File: src/rtl/alu_pkg.sv
// Shared ALU definitions.
//   - mul_state_t   : state of the sequential multiplier (IDLE/CALC/DONE)
//   - BOOTH_*       : radix-4 Booth digit encoding, {sign, magnitude[1:0]}
//   - booth_recode  : 3-bit multiplier window -> Booth digit
//   - HI/LO split   : bit ranges of the upper and lower halves of a
//                     double-width result, shared with the divider and
//                     the register file
package alu_pkg;

    localparam int XLEN = 32;

    // {HI, LO} split of a 2*XLEN-bit product or quotient/remainder pair.
    localparam int HI_MSB = 2*XLEN - 1;
    localparam int HI_LSB = XLEN;
    localparam int LO_MSB = XLEN - 1;
    localparam int LO_LSB = 0;

    typedef enum logic [1:0] {
        IDLE = 2'd0,
        CALC = 2'd1,
        DONE = 2'd2
    } mul_state_t;

    // Bit 2 is the sign, bits 1:0 the magnitude (0, 1 or 2).
    typedef logic [2:0] booth_digit_t;

    localparam booth_digit_t BOOTH_ZERO = 3'b000;
    localparam booth_digit_t BOOTH_POS1 = 3'b001;
    localparam booth_digit_t BOOTH_POS2 = 3'b010;
    localparam booth_digit_t BOOTH_NEG1 = 3'b101;
    localparam booth_digit_t BOOTH_NEG2 = 3'b110;

    // Window is {b[2i+1], b[2i], b[2i-1]}; digit = -2*w2 + w1 + w0.
    function automatic booth_digit_t booth_recode(input logic [2:0] window);
        booth_digit_t digit;
        case (window)
            3'b001, 3'b010: digit = BOOTH_POS1;
            3'b011:         digit = BOOTH_POS2;
            3'b100:         digit = BOOTH_NEG2;
            3'b101, 3'b110: digit = BOOTH_NEG1;
            default:        digit = BOOTH_ZERO;
        endcase
        return digit;
    endfunction

endpackage

File: src/rtl/booth_r4_encoder.sv
// Radix-4 Booth partial-product generator (combinational).
// Ports:
//   window          in  3        low three bits of the multiplier accumulator
//   multiplicand    in  W        signed operand A
//   partial_product out W+2      digit * A, sign-extended to W+2 bits
// W+2 bits are enough for the extreme case -2 * (-2^(W-1)) = 2^W.
import alu_pkg::*;

module booth_r4_encoder #(
    parameter int DATA_WIDTH = XLEN
) (
    input  logic [2:0]            window,
    input  logic [DATA_WIDTH-1:0] multiplicand,
    output logic [DATA_WIDTH+1:0] partial_product
);

    booth_digit_t          digit;
    logic [DATA_WIDTH+1:0] a_ext;
    logic [DATA_WIDTH+1:0] magnitude;

    always_comb begin
        digit = booth_recode(window);
        a_ext = {{2{multiplicand[DATA_WIDTH-1]}}, multiplicand};
        case (digit[1:0])
            2'b01:   magnitude = a_ext;
            2'b10:   magnitude = {a_ext[DATA_WIDTH:0], 1'b0};
            default: magnitude = '0;
        endcase
        partial_product = digit[2] ? -magnitude : magnitude;
    end

endmodule

File: src/rtl/mul_booth_seq.sv
// Sequential signed multiplier, radix-4 Booth, two multiplier bits per clock.
// Ports:
//   clock         in   1     rising-edge clock
//   clear         in   1     synchronous active-high reset, beats start
//   start         in   1     request; operands latched when accepted (IDLE/DONE)
//   multiplicand  in   W     signed operand A
//   multiplier    in   W     signed operand B
//   busy          out  1     high while in CALC
//   done          out  1     one-cycle pulse when result is updated
//   result        out  2W    signed product {HI, LO}, held until next completion
//   state         out  enum  current FSM state, for observation
// Handshake: a request is taken on any edge where start=1 and state is IDLE
// or DONE; start has no effect in CALC. done marks the single cycle in which
// a fresh result is first visible. W must be even and >= 4.
import alu_pkg::*;

module mul_booth_seq #(
    parameter int DATA_WIDTH = XLEN
) (
    input  logic                      clock,
    input  logic                      clear,
    input  logic                      start,
    input  logic [DATA_WIDTH-1:0]     multiplicand,
    input  logic [DATA_WIDTH-1:0]     multiplier,
    output logic                      busy,
    output logic                      done,
    output logic [2*DATA_WIDTH-1:0]   result,
    output mul_state_t                state
);

    localparam int STEPS = DATA_WIDTH / 2;
    localparam int CNT_W = $clog2(STEPS);
    localparam int UP_W  = DATA_WIDTH + 2;       // partial-product adder width
    localparam int ACC_W = 2*DATA_WIDTH + 3;     // {upper, B, guard}

    logic [DATA_WIDTH-1:0] a_reg;
    logic [ACC_W-1:0]      acc;
    logic [ACC_W-1:0]      acc_next;
    logic [UP_W-1:0]       partial_product;
    logic [UP_W-1:0]       upper_sum;
    logic [CNT_W-1:0]      count;
    logic                  last_step;

    booth_r4_encoder #(
        .DATA_WIDTH (DATA_WIDTH)
    ) u_encoder (
        .window          (acc[2:0]),
        .multiplicand    (a_reg),
        .partial_product (partial_product)
    );

    // Add the partial product into the upper part, then shift the whole
    // accumulator arithmetically so the next window sits at acc[2:0].
    // Bits shifted out of the bottom are the consumed multiplier bits; the
    // product accumulates from the top down into acc[2W:1].
    always_comb begin
        upper_sum = acc[ACC_W-1 -: UP_W] + partial_product;
        acc_next  = $signed({upper_sum, acc[DATA_WIDTH:0]}) >>> 2;
        last_step = (count == CNT_W'(STEPS - 1));
    end

    always_ff @(posedge clock) begin
        if (clear) begin
            state  <= IDLE;
            busy   <= 1'b0;
            done   <= 1'b0;
            result <= '0;
            count  <= '0;
            acc    <= '0;
            a_reg  <= '0;
        end else begin
            case (state)
                IDLE, DONE: begin
                    busy <= 1'b0;
                    done <= 1'b0;
                    if (start) begin
                        a_reg <= multiplicand;
                        count <= '0;
                        if (multiplicand == '0 || multiplier == '0) begin
                            // Zero operand: product known now, no CALC pass.
                            acc    <= '0;
                            result <= '0;
                            done   <= 1'b1;
                            state  <= DONE;
                        end else begin
                            acc   <= {{UP_W{1'b0}}, multiplier, 1'b0};
                            busy  <= 1'b1;
                            state <= CALC;
                        end
                    end else begin
                        state <= IDLE;
                    end
                end

                CALC: begin
                    acc   <= acc_next;
                    count <= count + 1'b1;
                    if (last_step) begin
                        // Drop the guard bit; upper sign bits are redundant
                        // since the product always fits in 2W bits.
                        result <= acc_next[2*DATA_WIDTH:1];
                        busy   <= 1'b0;
                        done   <= 1'b1;
                        state  <= DONE;
                    end
                end

                default: begin
                    busy  <= 1'b0;
                    done  <= 1'b0;
                    state <= IDLE;
                end
            endcase
        end
    end

endmodule
File: config.mk
export PLATFORM = sky130hd
export DESIGN_NAME = mul_booth_seq
export DESIGN_NICKNAME = d
export VERILOG_FILES = /design/src/rtl/alu_pkg.sv /design/src/rtl/booth_r4_encoder.sv /design/src/rtl/mul_booth_seq.sv
export SDC_FILE = /design/constraint.sdc
export NUM_CORES = 1
export LEC_CHECK = 0
export ABC_AREA = 1
export BUFFER_PORTS_ARGS = -buffer_cell sky130_fd_sc_hd__buf_4
export CORE_ASPECT_RATIO = 1.2
export CORE_MARGIN = 2
export CORE_UTILIZATION = 53
export DETAILED_ROUTE_END_ITERATION = 7
export PLACE_DENSITY = 0.79
export SYNTH_ARGS = -nofsm -noshare
export SYNTH_HDL_FRONTEND = slang
export SYNTH_SLANG_ARGS = --single-unit
File: constraint.sdc
create_clock -name clock -period 3.7 [get_ports clock]
set_input_delay 0 -clock clock [delete_from_list [all_inputs] [get_ports clock]]
set_output_delay 0 -clock clock [all_outputs]
set_load 0.01 [all_outputs]
# --- After elaboration in Yosys (flattened, before gate mapping) ---
# Cells that the tools add are included.
totals:
  output_inout_bits: 68
  ff_bits: 171
classes:
  add_sub_neg: 3
  n_reduce_logical: 11
  eq_ne: 14
  n_mux: 24
ops:
  columns: ["op", "count"]
  rows:
  - ["64-bit 2-to-1 mux", 3]
  - ["67-bit case mux with 2 select lines", 1]
  - ["64-bit case mux with 2 select lines", 1]
  - ["34-bit case mux with 2 select lines", 1]
  - ["67-bit 2-to-1 mux", 1]
  - ["32-bit logical NOT", 2]
  - ["34-bit adder", 1]
  - ["34-bit 2-to-1 mux", 1]
  - ["34-bit negation", 1]
  - ["33-bit 2-to-1 mux", 1]
  - ["3-bit case mux with 4 select lines", 1]
  - ["3-bit equality test, second input constant", 3]
  - ["4-bit case mux with 2 select lines", 1]
  - ["3-bit by 2-bit equality test with 1-bit output, second input constant", 2]
  - ["1-bit 2-to-1 mux", 6]
  - ["2-bit 2-to-1 mux", 3]
  - ["2-bit != test, second input constant", 3]
  - ["2-bit OR reduction", 3]
  - ["4-bit by 1-bit adder with 4-bit output, second input constant", 1]
  - ["2-bit by 1-bit equality test with 1-bit output, second input constant", 2]
  - ["2-bit equality test, second input constant", 2]
  - ["4-bit equality test, second input constant", 1]
  - ["4-bit 2-to-1 mux", 1]
  - ["1-bit case mux with 2 select lines", 2]
  - ["7 further kinds", 8]

# --- Longest topological paths before layout ---
logic_depth:
  word_depth: 10
  ltp_mapped: 32
  depth_no_buf: 32

# --- Modules after synthesis ---
# A second synthesis with hierarchy kept.
hier_totals:
  hier_cells: 1769
  hier_area_um2: 10617.7
modules_own_cells:
  columns: ["module", "area_each_um2", "instances", "cells_per_inst", "seq_area_each_um2"]
  rows:
  - ["mul_booth_seq", 8788.4, 1, 1377, 3343.2]
  - ["booth_r4_encoder", 1829.3, 1, 392, 0.0]

# --- Worst setup path before layout ---
# No wires, ideal clock.
synth_timing:
  kind: "register to register"
  start: "register acc[1]"
  end: "register acc[65]"
  synth_period_minus_slack_ns: 3.559
  path_slack_ns: 0.141
  t_arrival_ns: 3.440
  stages_incl_launch_ff: 32
  path_buffers: 0
  cell_sequence: "dfxtp_1 nand2_1 inv_1 a21oi_1 inv_1 ha_1 inv_2 nand2_1 ha_1 nand2_1 nor2_4 nand4_2 nor2_2 nand2_2 nand2_2 nand2_4 a21oi_4 nand2_1 nand2_1 nand2_1 ha_1 nand2_1 nor3_1 inv_1 nor3_1 nand2_1 nor2_1 nor2_1 inv_1 nand2_1 nand3_2 a21oi_1"
synth_via:
  elab_chain_cells: 9
  word_cells_on_any_way: 16
  classes_between: "add/sub (2); eq/ne (8); mux (4); reduce/logical (2)"
synth_rtl:
  columns: ["element", "line_no", "text"]
  rows:
  - ["start, declared", "mul_booth_seq.sv:37", "logic [ACC_W-1:0] acc;"]
  - ["start signal, assigned", "mul_booth_seq.sv:86", "acc <= {{UP_W{1'b0}}, multiplier, 1'b0};"]
  - ["start signal, assigned", "mul_booth_seq.sv:96", "acc <= acc_next;"]
  - ["3-bit equality test, or another cell as far along", "alu_pkg.sv:36", "case (window)"]
  - ["2-bit OR reduction", "alu_pkg.sv:36", null]
  - ["3-bit case mux with 4 select lines (*)", "alu_pkg.sv:36", null]
  - ["2-bit equality test / 2-bit by 1-bit equality test with 1-bit output (equally long branches)", "booth_r4_encoder.sv:24", "case (digit[1:0])"]
  - ["34-bit case mux with 2 select lines", "booth_r4_encoder.sv:24", null]
  - ["34-bit negation", "booth_r4_encoder.sv:29", "partial_product = digit[2] ? -magnitude : magnitude;"]
  - ["34-bit 2-to-1 mux (*)", "booth_r4_encoder.sv:29", null]
  - ["34-bit adder (*)", "mul_booth_seq.sv:57", "upper_sum = acc[ACC_W-1 -: UP_W] + partial_product;"]
  - ["67-bit case mux with 2 select lines (*)", "mul_booth_seq.sv:72", "case (state)"]
# Mark *: on every way between the ends. The rest lies on a longest branch, timed or not.
# A chain may end at the register's enable or synchronous reset.

# --- Worst setup path after layout ---
layout_timing:
  start: "register acc[2]"
  end: "register acc[51]"
# Same word-level chain as after synthesis.

==> flow_metrics.env <==
export IMPL_crit_fanout=6
export IMPL_cp_arrival_ps=4840
export IMPL_io_buffers=134
export IMPL_cts_tree="built"
export IMPL_avgSynthCellArea_sq_um=6.482
export IMPL_crit_type="reg -> reg"
export IMPL_place_inst=1995
export IMPL_clock_sinks=167
export IMPL_area_delta_synth_final_pct=53.91
export IMPL_finalSetupViolCount=55
export IMPL_antenna_found_initial=0
export IMPL_final_hold_viol_count=0
export IMPL_h_tree_depth=4
export IMPL_detailed_place_hpwl_mm=21.57
export IMPL_first_pass_iters=8
export IMPL_drt_iter0_markers=1510
export IMPL_grt_pass1_wl_mm=53.43
export IMPL_fmax_mhz=219.8
export IMPL_crit_path_top_delay_cell="a21oi_1"
export IMPL_rsz0062_at_grt="true"
export IMPL_clock_skew_ps=18.06
export IMPL_wl_per_cell_microns=19.79
export IMPL_clockRootBuffer="clkbuf_16"
export IMPL_synth_edf_count=0
export IMPL_ys_ff_latch=167
export IMPL_fin_crit_ps=4549
export IMPL_synth_flop_cell="dfxtp_1"
export IMPL_yosysWarnings=0
export IMPL_largest_reg_flops=65
export IMPL_fin_cells=2145
export IMPL_clk_latency_ps=450
export IMPL_synth_cells=1537
export IMPL_rows=54
export IMPL_fp_dieH_microns=154.2
export IMPL_fillers=994
export IMPL_wl_mm=42.44
export IMPL_start_kind="flop"
export IMPL_cap_violations=0
export IMPL_fp_dieW_microns=129.2
export IMPL_place_ws_ps=-433.0
export IMPL_crit_required_ps=4000
export IMPL_dieArea_sq_um=19920
export IMPL_cts_buffers=17
export IMPL_num_vias=12827
export IMPL_status="complete, but fails checks"
export IMPL_worst_pin_slew_ps=1086
export IMPL_initial_utilization_pct=54.41
export IMPL_synthesis_nets=1642
export IMPL_place_congestion=0.9199
export IMPL_cp_common_cell="nand2_2"
export IMPL_drc_errors=0
export IMPL_leakagePower_nw=7.168
export IMPL_synth_lib_cells_used_distinct=44
export IMPL_hold_path_class="in -> reg"
export IMPL_grt_pass1_vias=11272
export IMPL_clock_path_buffers=2
export IMPL_coreArea_sq_um=18310
export IMPL_vias_per_cell=5.980
export IMPL_clkTransAtPathRegs_ps=80
export IMPL_grt_total_usage_pct=33.37
export IMPL_peakVddDrop_v=0.0003509
export IMPL_boundaryPins=135
export IMPL_cpPeakStageDelay_ps=440
export IMPL_critPathCaptureType="flop"
export IMPL_grt_max_degree=92
export IMPL_grt_ovfl_total=0
export IMPL_synthesis_area_sq_um=9963
export IMPL_antenna_cells=0
export IMPL_fin_ws_ps=-848.7
export IMPL_ys_seq_area_share_pct=33.56
export IMPL_powerDensity_nw_per_um2=336.2
export IMPL_violations="negative setup slack"
export IMPL_final_net_count=1985
export IMPL_relSlewSlack_pct=27.60
export IMPL_ys_async_sr_fraction_pct=0
export IMPL_ant_nets=0
export IMPL_drive_gt1_share_pct=36.56
export IMPL_finalCritPeriodShare_pct=122.9
export IMPL_maxSlewViolCount=0
-- synth_stat cells, types with 13 or more instances --
cell	instances	area [sq um]
dfxtp_1	167	3343
xor2_1	20	175.2
clkbuf_1	44	165.2
nand2_1	344	1291
nor2_1	272	1021
ha_1	37	462.9
nand2_2	19	118.9
o22ai_1	26	162.7
inv_1	122	457.9
nor3_1	17	85.08
o21ai_0	111	555.5
o21bai_1	21	157.7
a21oi_1	170	850.8
nand4_1	13	81.33
nand3_1	45	225.2
-- cell usage in the layout, fill, tap and decap left out, drive strengths merged --
master       Yosys  layout
nand3           49      49
nand2          365     365
ha              37      37
xor2            20      20
o21bai          21      21
dfxtp          167     167
a21boi           1       1
buf             26     327
xnor2           10      10
o21ai          116     116
dlygate4sd3      0      64
a21o             3       3
a31oi            5       5
clkinv           2       7
a211oi           1       1
o21a             5       5
inv            128     135
nor3            17      17
fa               1       1
a41oi            1       1
nor4             9       9
or2              6       6
nand3b           5       5
and2             3       3
o22ai           26      26
nand4           14      14
clkbuf          44      21
clkinvlp         0       2
a21oi          171     171
nor2           284     284
-- path summary, 6_finish.rpt --
path | from | to | slack (ps) | depth (start not counted)
worst min register to register | acc[35]$_SDFFE_PP0P_ | acc[35]$_SDFFE_PP0P_ | 470 | 2
worst max-delay path | acc[2]$_SDFFE_PP0P_ | acc[51]$_SDFFE_PP0P_ | -850 | 27
worst max register to register | acc[2]$_SDFFE_PP0P_ | acc[51]$_SDFFE_PP0P_ | -850 | 27
worst min-delay path | start | a_reg[31]$_SDFFE_PP0P_ | 150 | 4
-- cell families after synthesis --
family	count (synthesis)	share of synthesized area, %
AOI/OAI and AO/OA	350	18.94
xor gates and xnor gates	30	2.637
adders and majority gates	38	4.847
buffers and inverters	200	8.439
DFF	167	33.56
and+or+nand+nor	752	31.58
-- layer usage --
metal	GRT usage, %	wire length [microns]	vias to the layer above
met5	0	0	-
met2	60.88	20310	939
met3	5.361	4523	300
met4	14.86	3366	0
li1	-	-	5689
met1	37.73	14240	5899
-- where the power goes --
part,internal (mW),switching [mW]
registers,1.91,0.0874
clock network,0.920,0.884
logic,0.589,0.765
-- worst max-delay path, delay by kind of cell, from the launching register on --
family / cells / cell delay, ps
and+or+nand+nor: 13 / 1610
AOI/OAI and AO/OA: 5 / 1070
buffers and inverters: 6 / 690
adders and majority gates: 2 / 490
DFF: 1 / 360
xor gates and xnor gates: 1 / 180
-- layout make-up --
| type | count | area, sq um | area share, % |
|---|---|---|---|
| Multi-Input combinational cell | 1170 | 7276 | 47.45 |
| Timing Repair Buffer | 394 | 3299 | 21.52 |
| Clock buffer | 18 | 439.2 | 2.864 |
| Clock inverter | 14 | 147.6 | 0.9628 |
| Sequential cell | 167 | 3352 | 21.86 |
| Inverter | 130 | 505.5 | 3.296 |
| Tap cell | 252 | 315.3 | 2.056 |
-- what timing repair did --
item,CTS,global route
gates resized for setup,122,283
endpoints found under the hold margin,64,0
gates cloned,1,3
buffers inserted,17,33
hold buffers,64,0
pin swaps,44,86
endpoints found under the setup margin,45,55
-- metrics by stage --
stage | hold WS, ps | total power [mW] | utilization [%] | setup TNS, ps | instance area [sq um]
global route | 193.1 | 5.312 | 83.75 | -36690 | 15330
floorplan | 141.9 | 2.574 | - | 0 | 9963
global placement | 242.0 | 2.940 | 65.84 | -6444 | 12060
finish | 151.8 | 5.155 | 83.75 | -30730 | 15330
detailed placement | 249.7 | 2.958 | 65.84 | -9382 | 12060
CTS | 94.44 | 4.872 | 75.85 | -952.4 | 13890
Note: power is estimated with default switching activity, not from simulation.
